`src/rtl/cfg_arb_pkg.sv`:
```
// Shared types and helpers for the ConfigMem read-port arbiter.
// Burst locking is compiled in with CFG_ARB_LOCK_EN.
package cfg_arb_pkg;

    typedef enum logic {
        IDLE   = 1'b0,
        LOCKED = 1'b1
    } state_t;

    // ConfigMem registers its read data once
    localparam int RD_LAT  = 1;
    localparam int MAX_REQ = 8;

    function automatic logic [MAX_REQ-1:0] rr_pick(
        input logic [MAX_REQ-1:0] req,
        input logic [2:0]         ptr,
        input int                 n
    );
        logic [MAX_REQ-1:0] gnt;
        logic [3:0]         idx;
        logic               found;
        gnt   = '0;
        found = 1'b0;
        for (int i = 0; i < MAX_REQ; i++) begin
            if (i < n) begin
                idx = {1'b0, ptr} + 4'(i);
                if (idx >= 4'(n)) idx = idx - 4'(n);
                if (!found && req[idx[2:0]]) begin
                    gnt[idx[2:0]] = 1'b1;
                    found         = 1'b1;
                end
            end
        end
        return gnt;
    endfunction

endpackage

```
`src/rtl/config_rd_arbiter_rr_prio_sel.sv`:
```
// Round-robin selector: rotate by ptr, take the lowest set bit, rotate back.
module rr_prio_sel #(
    parameter int NUM_REQ = 2
) (
    input  logic [NUM_REQ-1:0]         req,
    input  logic [$clog2(NUM_REQ)-1:0] ptr,
    output logic [NUM_REQ-1:0]         gnt
);

    logic [2*NUM_REQ-1:0] rot_dbl;
    logic [2*NUM_REQ-1:0] back_dbl;
    logic [NUM_REQ-1:0]   rot;
    logic [NUM_REQ-1:0]   pick;

    always_comb begin
        rot_dbl = {req, req} >> ptr;
        rot     = rot_dbl[NUM_REQ-1:0];
        pick    = '0;
        for (int i = NUM_REQ - 1; i >= 0; i--) begin
            if (rot[i]) begin
                pick    = '0;
                pick[i] = 1'b1;
            end
        end
        back_dbl = {pick, pick} << ptr;
        gnt      = back_dbl[2*NUM_REQ-1:NUM_REQ];
    end

endmodule

```
`src/rtl/config_rd_arbiter.sv`:
```
// Round-robin arbiter sharing one ConfigMem read port; tags reads per owner.
// Define CFG_ARB_LOCK_EN to enable bounded burst locking via lock_i.
module config_rd_arbiter
    import cfg_arb_pkg::*;
#(
    parameter int NUM_REQ  = 2,
    parameter int ADDR_W   = 8,
    parameter int LOCK_MAX = 16,
    parameter int CNT_W    = 5
) (
    input  logic                      clk_i,
    input  logic                      rst_n_i,
    input  logic [NUM_REQ-1:0]        req_i,
    input  logic [NUM_REQ*ADDR_W-1:0] addr_i,
    input  logic [NUM_REQ-1:0]        lock_i,
    output logic [NUM_REQ-1:0]        gnt_o,
    output logic [NUM_REQ-1:0]        rsp_vld_o,
    output logic [ADDR_W-1:0]         mem_addr_o,
    output logic                      mem_rdEn_o,
    output logic                      busy_o
);

    localparam int PW = $clog2(NUM_REQ);

    logic [PW-1:0]      rr_ptr;
    logic [PW-1:0]      gnt_idx;
    logic [PW-1:0]      ptr_nxt;
    logic [NUM_REQ-1:0] arb_req;
    logic [NUM_REQ-1:0] arb_gnt;
    logic [NUM_REQ-1:0] gnt;
    logic               lock_nxt;
    logic [NUM_REQ-1:0] rsp_pipe [RD_LAT];

    rr_prio_sel #(
        .NUM_REQ (NUM_REQ)
    ) u_sel (
        .req (arb_req),
        .ptr (rr_ptr),
        .gnt (arb_gnt)
    );

`ifdef CFG_ARB_LOCK_EN
    state_t         state;
    logic [PW-1:0]  owner;
    logic [CNT_W-1:0] lock_cnt;
    logic           in_lock;
    logic           forced;
    logic           hold;

    assign in_lock = (state == LOCKED);
    assign forced  = in_lock && (lock_cnt == CNT_W'(LOCK_MAX));
    assign hold    = in_lock && !forced && req_i[owner] && lock_i[owner];

    // Forced release masks the owner for one arbitration round
    always_comb begin
        arb_req = req_i;
        if (forced) arb_req[owner] = 1'b0;
    end

    always_comb begin
        gnt = arb_gnt;
        if (hold) begin
            gnt        = '0;
            gnt[owner] = 1'b1;
        end
    end

    assign lock_nxt = |(gnt & lock_i);

    always_ff @(posedge clk_i or negedge rst_n_i) begin
        if (!rst_n_i) begin
            state    <= IDLE;
            owner    <= '0;
            lock_cnt <= '0;
        end else if (hold) begin
            lock_cnt <= lock_cnt + 1'b1;
        end else if (lock_nxt) begin
            state    <= LOCKED;
            owner    <= gnt_idx;
            lock_cnt <= CNT_W'(1);
        end else begin
            state    <= IDLE;
            lock_cnt <= '0;
        end
    end
`else
    logic unused_lock;
    localparam logic [CNT_W-1:0] unused_cnt = CNT_W'(LOCK_MAX);

    assign unused_lock = ^{lock_i, unused_cnt};
    assign arb_req     = req_i;
    assign gnt         = arb_gnt;
    assign lock_nxt    = 1'b0;
`endif

    always_comb begin
        gnt_idx = '0;
        for (int i = 0; i < NUM_REQ; i++) begin
            if (gnt[i]) gnt_idx = PW'(i);
        end
    end

    assign ptr_nxt = (gnt_idx == PW'(NUM_REQ - 1)) ? '0 : gnt_idx + 1'b1;

    assign gnt_o      = rst_n_i ? gnt : '0;
    assign mem_rdEn_o = |gnt_o;

    always_comb begin
        mem_addr_o = '0;
        for (int k = 0; k < NUM_REQ; k++) begin
            mem_addr_o = mem_addr_o
                       | (addr_i[k*ADDR_W +: ADDR_W] & {ADDR_W{gnt_o[k]}});
        end
    end

    always_ff @(posedge clk_i or negedge rst_n_i) begin
        if (!rst_n_i) begin
            rr_ptr <= '0;
            busy_o <= 1'b0;
            for (int i = 0; i < RD_LAT; i++) rsp_pipe[i] <= '0;
        end else begin
            if (|gnt_o) rr_ptr <= ptr_nxt;
            busy_o      <= (|gnt_o) | lock_nxt;
            rsp_pipe[0] <= gnt_o;
            for (int i = 1; i < RD_LAT; i++) rsp_pipe[i] <= rsp_pipe[i-1];
        end
    end

    assign rsp_vld_o = rsp_pipe[RD_LAT-1];

endmodule

```
`config.mk`:
```
export PLATFORM = sky130hd
export DESIGN_NAME = config_rd_arbiter
export DESIGN_NICKNAME = d
export VERILOG_FILES = /design/src/rtl/cfg_arb_pkg.sv /design/src/rtl/config_rd_arbiter_rr_prio_sel.sv /design/src/rtl/config_rd_arbiter.sv
export SDC_FILE = /design/constraint.sdc
export NUM_CORES = 1
export LEC_CHECK = 0
export ABC_AREA = 0
export CORE_AREA = 2 2 39 41
export CTS_BUF_LIST = sky130_fd_sc_hd__clkbuf_8 sky130_fd_sc_hd__clkbuf_16
export CTS_CLUSTER_DIAMETER = 60
export CTS_CLUSTER_SIZE = 12
export DETAILED_ROUTE_END_ITERATION = 16
export DIE_AREA = 0 0 41 43
export PLACE_DENSITY = 0.72
export SETUP_SLACK_MARGIN = 0.05
export SLEW_MARGIN = 20
export SYNTH_ARGS = -nofsm -noshare
export SYNTH_HDL_FRONTEND = slang
export SYNTH_SLANG_ARGS = --single-unit
export TNS_END_PERCENT = 50
```
`constraint.sdc`:
```
create_clock -name clk_i -period 1 [get_ports clk_i]
set_input_delay 0.1 -clock clk_i [delete_from_list [all_inputs] [get_ports clk_i]]
set_output_delay 0.1 -clock clk_i [all_outputs]
set_load 0.01 [all_outputs]
```
==> results summary, run 1 <==
The run finished, with violations left. The final reports fail on setup timing. The final route contains roughly 450 vias. The cell-internal power came out at 0.628 mW. The count of fill cells added during filler insertion is 135. The switching fraction of total power came out at 0.279. The portion of total power attributed to the clock network is 0.392.

The net count of the mapped netlist is 63. Setup repair after global routing could not meet its margin everywhere. The total power per unit cell area is 1170 nW/um2.

The routed length per placed instance came out at 11.5 um. The CTS H-tree depth is 1. TritonCTS built the clock tree. The net load switching power is 0.243 mW.

The die covers approximately 1800 um2. Entering global routing, the biggest net connects 11 pins. The number of distinct standard cells referenced by the synthesized netlist came out at 10. The worst-case clock skew came out at roughly 0.0012 ns.

The number of max-cap violations is 0. The initial utilization of the core area, before any placement, comes to 0.207. The number of synthesis warnings is 0.

The number of hold-slack violations in the final timing report is 0. The setup slack at placement is -0.718 ns. The congestion estimate from routability-driven global placement came to 0.609.

The power consumption is 0.871 mW. Once layout is done, the placed cells without fillers occupy 743 um2. The met2 track demand over resource is 0.241. In the routed layout, each cell is associated on average with a via count of 4.57. The worst register-to-register path has a setup slack of approximately 0.090 ns. The number of routed nets with antenna violations came out at 0. The fraction of met3 tracks used by global routing is 0.0157.

The synthesized instance count is 41. The total count of max-transition violations in the final report is 0. At the worst endpoint, the arrival time is 1.16 ns. The tree built by TritonCTS fans out to 4 sinks. TritonCTS created 3 clock buffers. The synthesized area per cell is ~7 um2. The floorplan step defined a core boundary enclosing 1380 um2. Once routing completed, OpenROAD measured the worst setup slack at -0.259 ns. The relative contribution of sequential cells to total power came out at 0.215. The overall routing resource usage is 0.156. The synthesized cell area came out at 287 um2. The floorplan has 14 rows. Dividing the final minimum period by the clock period gives 1.26. The count of final setup violators came out at 11. The die width is 41 um.

The root buffer cell chosen for the clock tree is sky130_fd_sc_hd__clkbuf_8. The number of global-route vias before repair is 443. The final layout contains routed wiring with a total length of around 1100 um.

The number of hold buffers added after cts came out at 0. The utilization after layout came out at 0.537. The layer flagged by global routing as most heavily used is met2. The minimum clock period after layout came out at 1.26 ns. Compared with the post-synthesis result, the final layout area differs by 159%. The worst-case headroom to the max-slew limit is 0.863. The part of the total power dissipated in combinational logic is 0.393. The maximum clock insertion buffer count came out at 2. The number of I/O pins came out at 36.

Once placement finished, the instance area stood at between 600 and 700 um2. The post-route DRC violation count came out at 0. The number of synthesized register bits came out at 4. At the later pin of the worst-skew pair, clock insertion delay measures around 0.22 ns. The biggest fanout along the worst timing path came out at 5.

The pin slew with the least headroom to its limit came out at around 0.2 ns. The global route total overflow came out at 0. The achievable clock frequency is 0.794 GHz. The die boundary height is 43 um.

The number of design-rule violations left by the first detailed-router iteration is 2. The kind of critical path is reg -> out. STA classifies the critical path endpoint as an output port. The path type of the worst min-delay path is in -> async.

The number of nets in the layout came out at ~110. The buffer count from post-CTS setup fixing is 0. The antenna diode count came out at 0. The number of antenna violations at the first check in global routing came out at 0. The worst setup path is launched from a flop.

The leakage power came out at 0.350 nW. The critical path data required time came out at 0.90 ns. The count of input and output buffers is 33.

After clock tree synthesis, the clock-pin slew on the worst setup and hold paths is 0.03 ns. Across the VDD grid, the largest voltage drop is slightly above 0.5 mV. The wire length of the first global-routing pass came out at 1900 um. The fraction of final layout cells with drive strength greater than 1 came out at 0.349. Before antenna repair, the detailed router went through 2 iterations. In the global route stage, met1 resource usage came out at 0.203.

For this run, the register share of the synthesized area comes to 0.349.
## area by class of cell
cell class,count,area [um2],share of cell area
repair buffers,40,377,0.507
multi-input cells,34,198,0.266
flip-flops and latches,4,100,0.135
clock buffers,3,41.3,0.0556
well taps,16,20.0,0.0269
inverters,2,7.51,0.0101
## synthesized netlist by cell type, drive strengths merged
cell,n,area [um2]
dfrtp,4,100
a31oi,1,6.26
nand2,18,67.6
buf,2,18.8
o22ai,8,50.1
o21ai,1,16.3
inv,2,7.51
nor2,4,15.0
a21oi,1,5.00
## layer usage
metal / vias up / wire [um]
met5: - / 0
met4: 0 / 0
met3: 0 / 75
met2: 21 / 548
met1: 204 / 514
li1: 227 / -
## metrics by stage
step / hold WS [ns] / instances / TNS [ns]
CTS: 0.276 / 99 / -2.87
detailed placement: 0.598 / 94 / -7.90
finish: 0.277 / 99 / -2.60
global placement: 0.594 / 94 / -7.38
floorplan: -0.196 / 41 / 0
global route: 0.307 / 99 / -2.99
## critical path, stage by stage (launching register included)
cell                      delay (ns)
sky130_fd_sc_hd__dfrtp_1        0.38
sky130_fd_sc_hd__buf_6          0.14
sky130_fd_sc_hd__o21ai_4        0.18
sky130_fd_sc_hd__o22ai_1        0.10
sky130_fd_sc_hd__buf_2          0.14
## final timing paths
check,depth (start not counted),start,endpoint
max,4,rr_ptr,mem_addr_o[7]
min,3,rst_n_i,rr_ptr
max reg2reg,4,rr_ptr,rr_ptr
min reg2reg,3,rr_ptr,rsp_vld_o[0]
max in group asynchronous,3,rst_n_i,rsp_vld_o[0]
min in group clk_i,3,req_i[0],rsp_vld_o[0]
## kinds of logic (layout without fill, tap and decap cells)
family / Yosys count / count (layout) / share of synthesized area
buf+inv: 4 / 45 / 0.0917
simple gates: 22 / 22 / 0.288
compound gates: 11 / 12 / 0.271
flops: 4 / 4 / 0.349
## placed cells by master, fill, tap and decap left out
cell type,n
sky130_fd_sc_hd__inv_2,2
sky130_fd_sc_hd__nand2_1,17
sky130_fd_sc_hd__dfrtp_1,4
sky130_fd_sc_hd__nand2_4,1
sky130_fd_sc_hd__clkbuf_8,3
sky130_fd_sc_hd__nor2_4,1
sky130_fd_sc_hd__clkdlybuf4s15_2,1
sky130_fd_sc_hd__buf_6,2
sky130_fd_sc_hd__bufbuf_16,1
sky130_fd_sc_hd__dlygate4sd2_1,2
sky130_fd_sc_hd__nor2_1,2
sky130_fd_sc_hd__buf_4,3
sky130_fd_sc_hd__a21oi_2,1
sky130_fd_sc_hd__a31oi_1,1
sky130_fd_sc_hd__clkdlybuf4s50_1,17
sky130_fd_sc_hd__buf_2,10
sky130_fd_sc_hd__clkdlybuf4s15_1,3
sky130_fd_sc_hd__o22ai_1,8
sky130_fd_sc_hd__nor2_2,1
sky130_fd_sc_hd__o21ai_4,2
sky130_fd_sc_hd__buf_12,1
## state kept, by name (all words and copies together), names as in the netlist
name       cells
busy_o         1
rr_ptr         1
rsp_vld_o      2
## what timing repair did
item | 4_1_cts | 5_1_grt
endpoints found under the setup margin | 15 | 15
pin swaps | 10 | 1
gates resized for setup | 55 | 5
cloned | 2 | 0
## power groups by stage
| stage | Clock [mW] | Combinational [mW] | Sequential, mW |
|---|---|---|---|
| after detailed placement | 0 | 0.325 | 0.187 |
| after CTS | 0.352 | 0.338 | 0.187 |
| final | 0.342 | 0.343 | 0.187 |
| after floorplan | 0 | 0.104 | 0.197 |
| after global routing | 0.365 | 0.370 | 0.188 |
| after global placement | 0 | 0.322 | 0.187 |
No activity file was read; power rests on OpenSTA's default activity.
==> run 2: changes to the inputs <==
- CORE_AREA: 2 2 39 41 -> 5 5 42 44
- DIE_AREA: 0 0 41 43 -> 0 0 47 49
==> run 2 against run 1 <==
The flow still finishes with violations (setup timing). Non-clock buffer count grew 1. Clock power rose by 2%. Count of clock-buffer cells in the layout stayed put. Highest routed layer is now met4.
==> results summary, run 2 (synthesis gave the netlist of run 1 again) <==
The flow ran to the end, but the final reports show violations. The checks that failed: setup timing. The critical path is of the reg -> out type. The post-route DRC violation count came to 0 (unchanged).

The global placer's final weighted congestion was 0.612 (+0.46%). The global route total overflow came to 0 (unchanged). The number of antenna violations at the first check in global routing is 0 (unchanged). The utilization after layout is 0.531 (-0.00582). The fraction of final layout cells with drive strength greater than 1 came out at 0.345 (-0.00416). The worst-case headroom to the max-slew limit came to 0.866 (+0.00295).

The full die area came to 2300 um2 (+31%). The worst-case clock skew came out at 0.00109 ns (-0.0000934 ns). The total CTS buffers is 3 (unchanged).

The pin slew with the least headroom to its limit came out at 0.200 ns (-0.00508 ns). The biggest fanout along the worst timing path came out at 5 (unchanged). The achievable clock frequency came out at 0.784 GHz (-1.4%). TritonCTS built the clock tree.

The power consumption is 0.879 mW (+0.92%). The overall routed net length was 1340 um (+18%). The maximum clock insertion buffer count came out at 2 (unchanged). Traced cell by cell, the critical path runs through buf_6, o21ai_4, o22ai_1, buf_2. The count of final setup violators was 10 (-1). The slack of the worst reg-to-reg path was 0.09 ns (about the same).

The number of design-rule violations left by the first detailed-router iteration was 7 (+5). The number of global-route vias before repair is 408 (-7.9%). The leakage power came out at 0.356 nW (+1.5%). The clock sink count is 4 (unchanged).

The clock edge transition at the registers on the reported setup and hold paths is 0.03 ns (about the same). The setup slack at placement came out at -0.690 ns (+0.0281 ns). The category of the worst setup path launch point is a flop. The per-cell via count in the routed design is 4.57 (about the same).

The placed wire-length estimate is 861 um. The buffer count from post-CTS setup fixing came out at 0 (unchanged). The largest net degree at the start of global routing came out at 13 (+2).

The cell row count came out at 14 (unchanged). The endpoint arrival time on the critical path came out at 1.18 ns (+0.02 ns). The number of routed nets with antenna violations is 0 (unchanged). The floorplan core area is 1400 um2 (+1.3%). The initial standard-cell utilization of the core is 0.204 (-0.00259). The count of input and output buffers came out at 33 (unchanged). The share of the clock period used by the worst path after layout came out at 1.28 (+0.0175).

The cell at the slowest stage of the critical path is sky130_fd_sc_hd__dfrtp_1. The number of detailed-route iterations in the first pass came out at 4 (+2). The routed length per placed instance came out at 13.4 um (+17%). The number of max-cap violations came out at 0 (unchanged). In the layout the commonest cells are 17 x sky130_fd_sc_hd__nand2_1, 16 x sky130_fd_sc_hd__clkdlybuf4s50_1, 10 x sky130_fd_sc_hd__buf_2, 7 x sky130_fd_sc_hd__o22ai_1. The flip-flop count of the largest register after layout is 2 (unchanged). The worst IR drop on VDD is 0.525 mV (+3.7%). The minimum clock period after layout came out at 1.28 ns (+0.0175 ns). The die width is 47 um (+15%).

The cell chosen for the clock root is sky130_fd_sc_hd__clkbuf_8. The number of vias in the routed layout came out at 457 (+1.1%). The number of I/O pins was 36 (unchanged). The delay contributed by the slowest stage of the critical path came out at 0.38 ns (about the same). Setup repair after global routing could not meet its margin everywhere. The final worst slack came out at -0.276 ns (-0.0175 ns). The CTS H-tree depth came out at 1 (unchanged). The count of fill cells added during filler insertion is 149 (+10%). The worst setup path is captured at an output port. The synthesis-to-layout area growth came out at 160%. The number of hold-slack violations in the final timing report is 0 (unchanged).

The worst hold path belongs to the class in -> reg. The die boundary height came out at 49 um (+14%). The wire length of the first global-routing pass came out at 1840 um (-3.3%). The worst hold slack came out at 0.336 ns (+0.0593 ns). The critical path data required time came out at 0.90 ns (about the same). The clock network latency to the later pin of the worst-skew pair is 0.22 ns (about the same). The antenna diode count came out at 0 (unchanged). The total power per unit cell area is 1180 nW/um2 (+0.75%).

The number of nets in the layout is 108 (+0.93%). The overall routing resource usage came out at 0.114 (-0.0413). The most common library cell in the layout ignoring fill and taps is sky130_fd_sc_hd__nand2_1. The total count of max-transition violations in the final report is 0 (unchanged).
-- run 2: changes by cell type in the layout (fill, tap and decap cells not counted), sizes merged --
cell and change:
clkdlybuf4s50 -1, dlygate4sd3 +1, clkbuf +1
-- run 2: where the power goes --
part | switching (mW) | internal (mW)
combinational | 0.153 | 0.191
sequential | 0.00695 | 0.179
clock | 0.0923 | 0.257
-- run 2: cell type report --
cell class	instances	area (um2)	area share
Timing Repair Buffer	41	378	0.508
Multi-Input combinational cell	34	198	0.266
Sequential cell	4	100	0.134
Clock buffer	3	41.3	0.0555
Tap cell	16	20.0	0.0269
Inverter	2	7.51	0.0101
-- run 2: path summary, 6_finish.rpt --
check	from	end	depth (start not counted)
max	rr_ptr	mem_addr_o[4]	4
min	rst_n_i	rsp_vld_o[0]	4
max reg2reg	rr_ptr	rr_ptr	4
min reg2reg	rr_ptr	rr_ptr	3
max in group asynchronous	rst_n_i	busy_o	3
min in group asynchronous	rst_n_i	rsp_vld_o[0]	3
-- run 2: per-layer routing --
metal,track usage,vias up,part of all wire
li1,-,229,-
met1,0.133,198,0.39
met2,0.170,27,0.47
met3,0.0554,3,0.11
met4,0.0553,0,0.019
met5,0,-,0
-- run 2: critical path, delay by kind of cell (launching register included) --
kind | cells | cell delay [ns]
AOI/OAI and AO/OA | 2 | 0.30
DFF | 1 | 0.38
buffers and inverters | 2 | 0.29
-- run 2: through the flow --
stage	std cells	TNS (ns)	area [um2]
after floorplan	41	0	287
after global placement	94	-7.42	676
after detailed placement	94	-7.83	676
after CTS	99	-2.64	726
after global routing	100	-3.06	744
final	100	-2.48	744
-- run 2: timing repair --
item / 4_1_cts / 5_1_grt
endpoints found under the setup margin: 15 / 13
hold endpoints to repair: 0 / 4
hold buffers: 0 / 1
cloned: 2 / 0
pin swaps: 10 / 1
resized for setup: 56 / 5
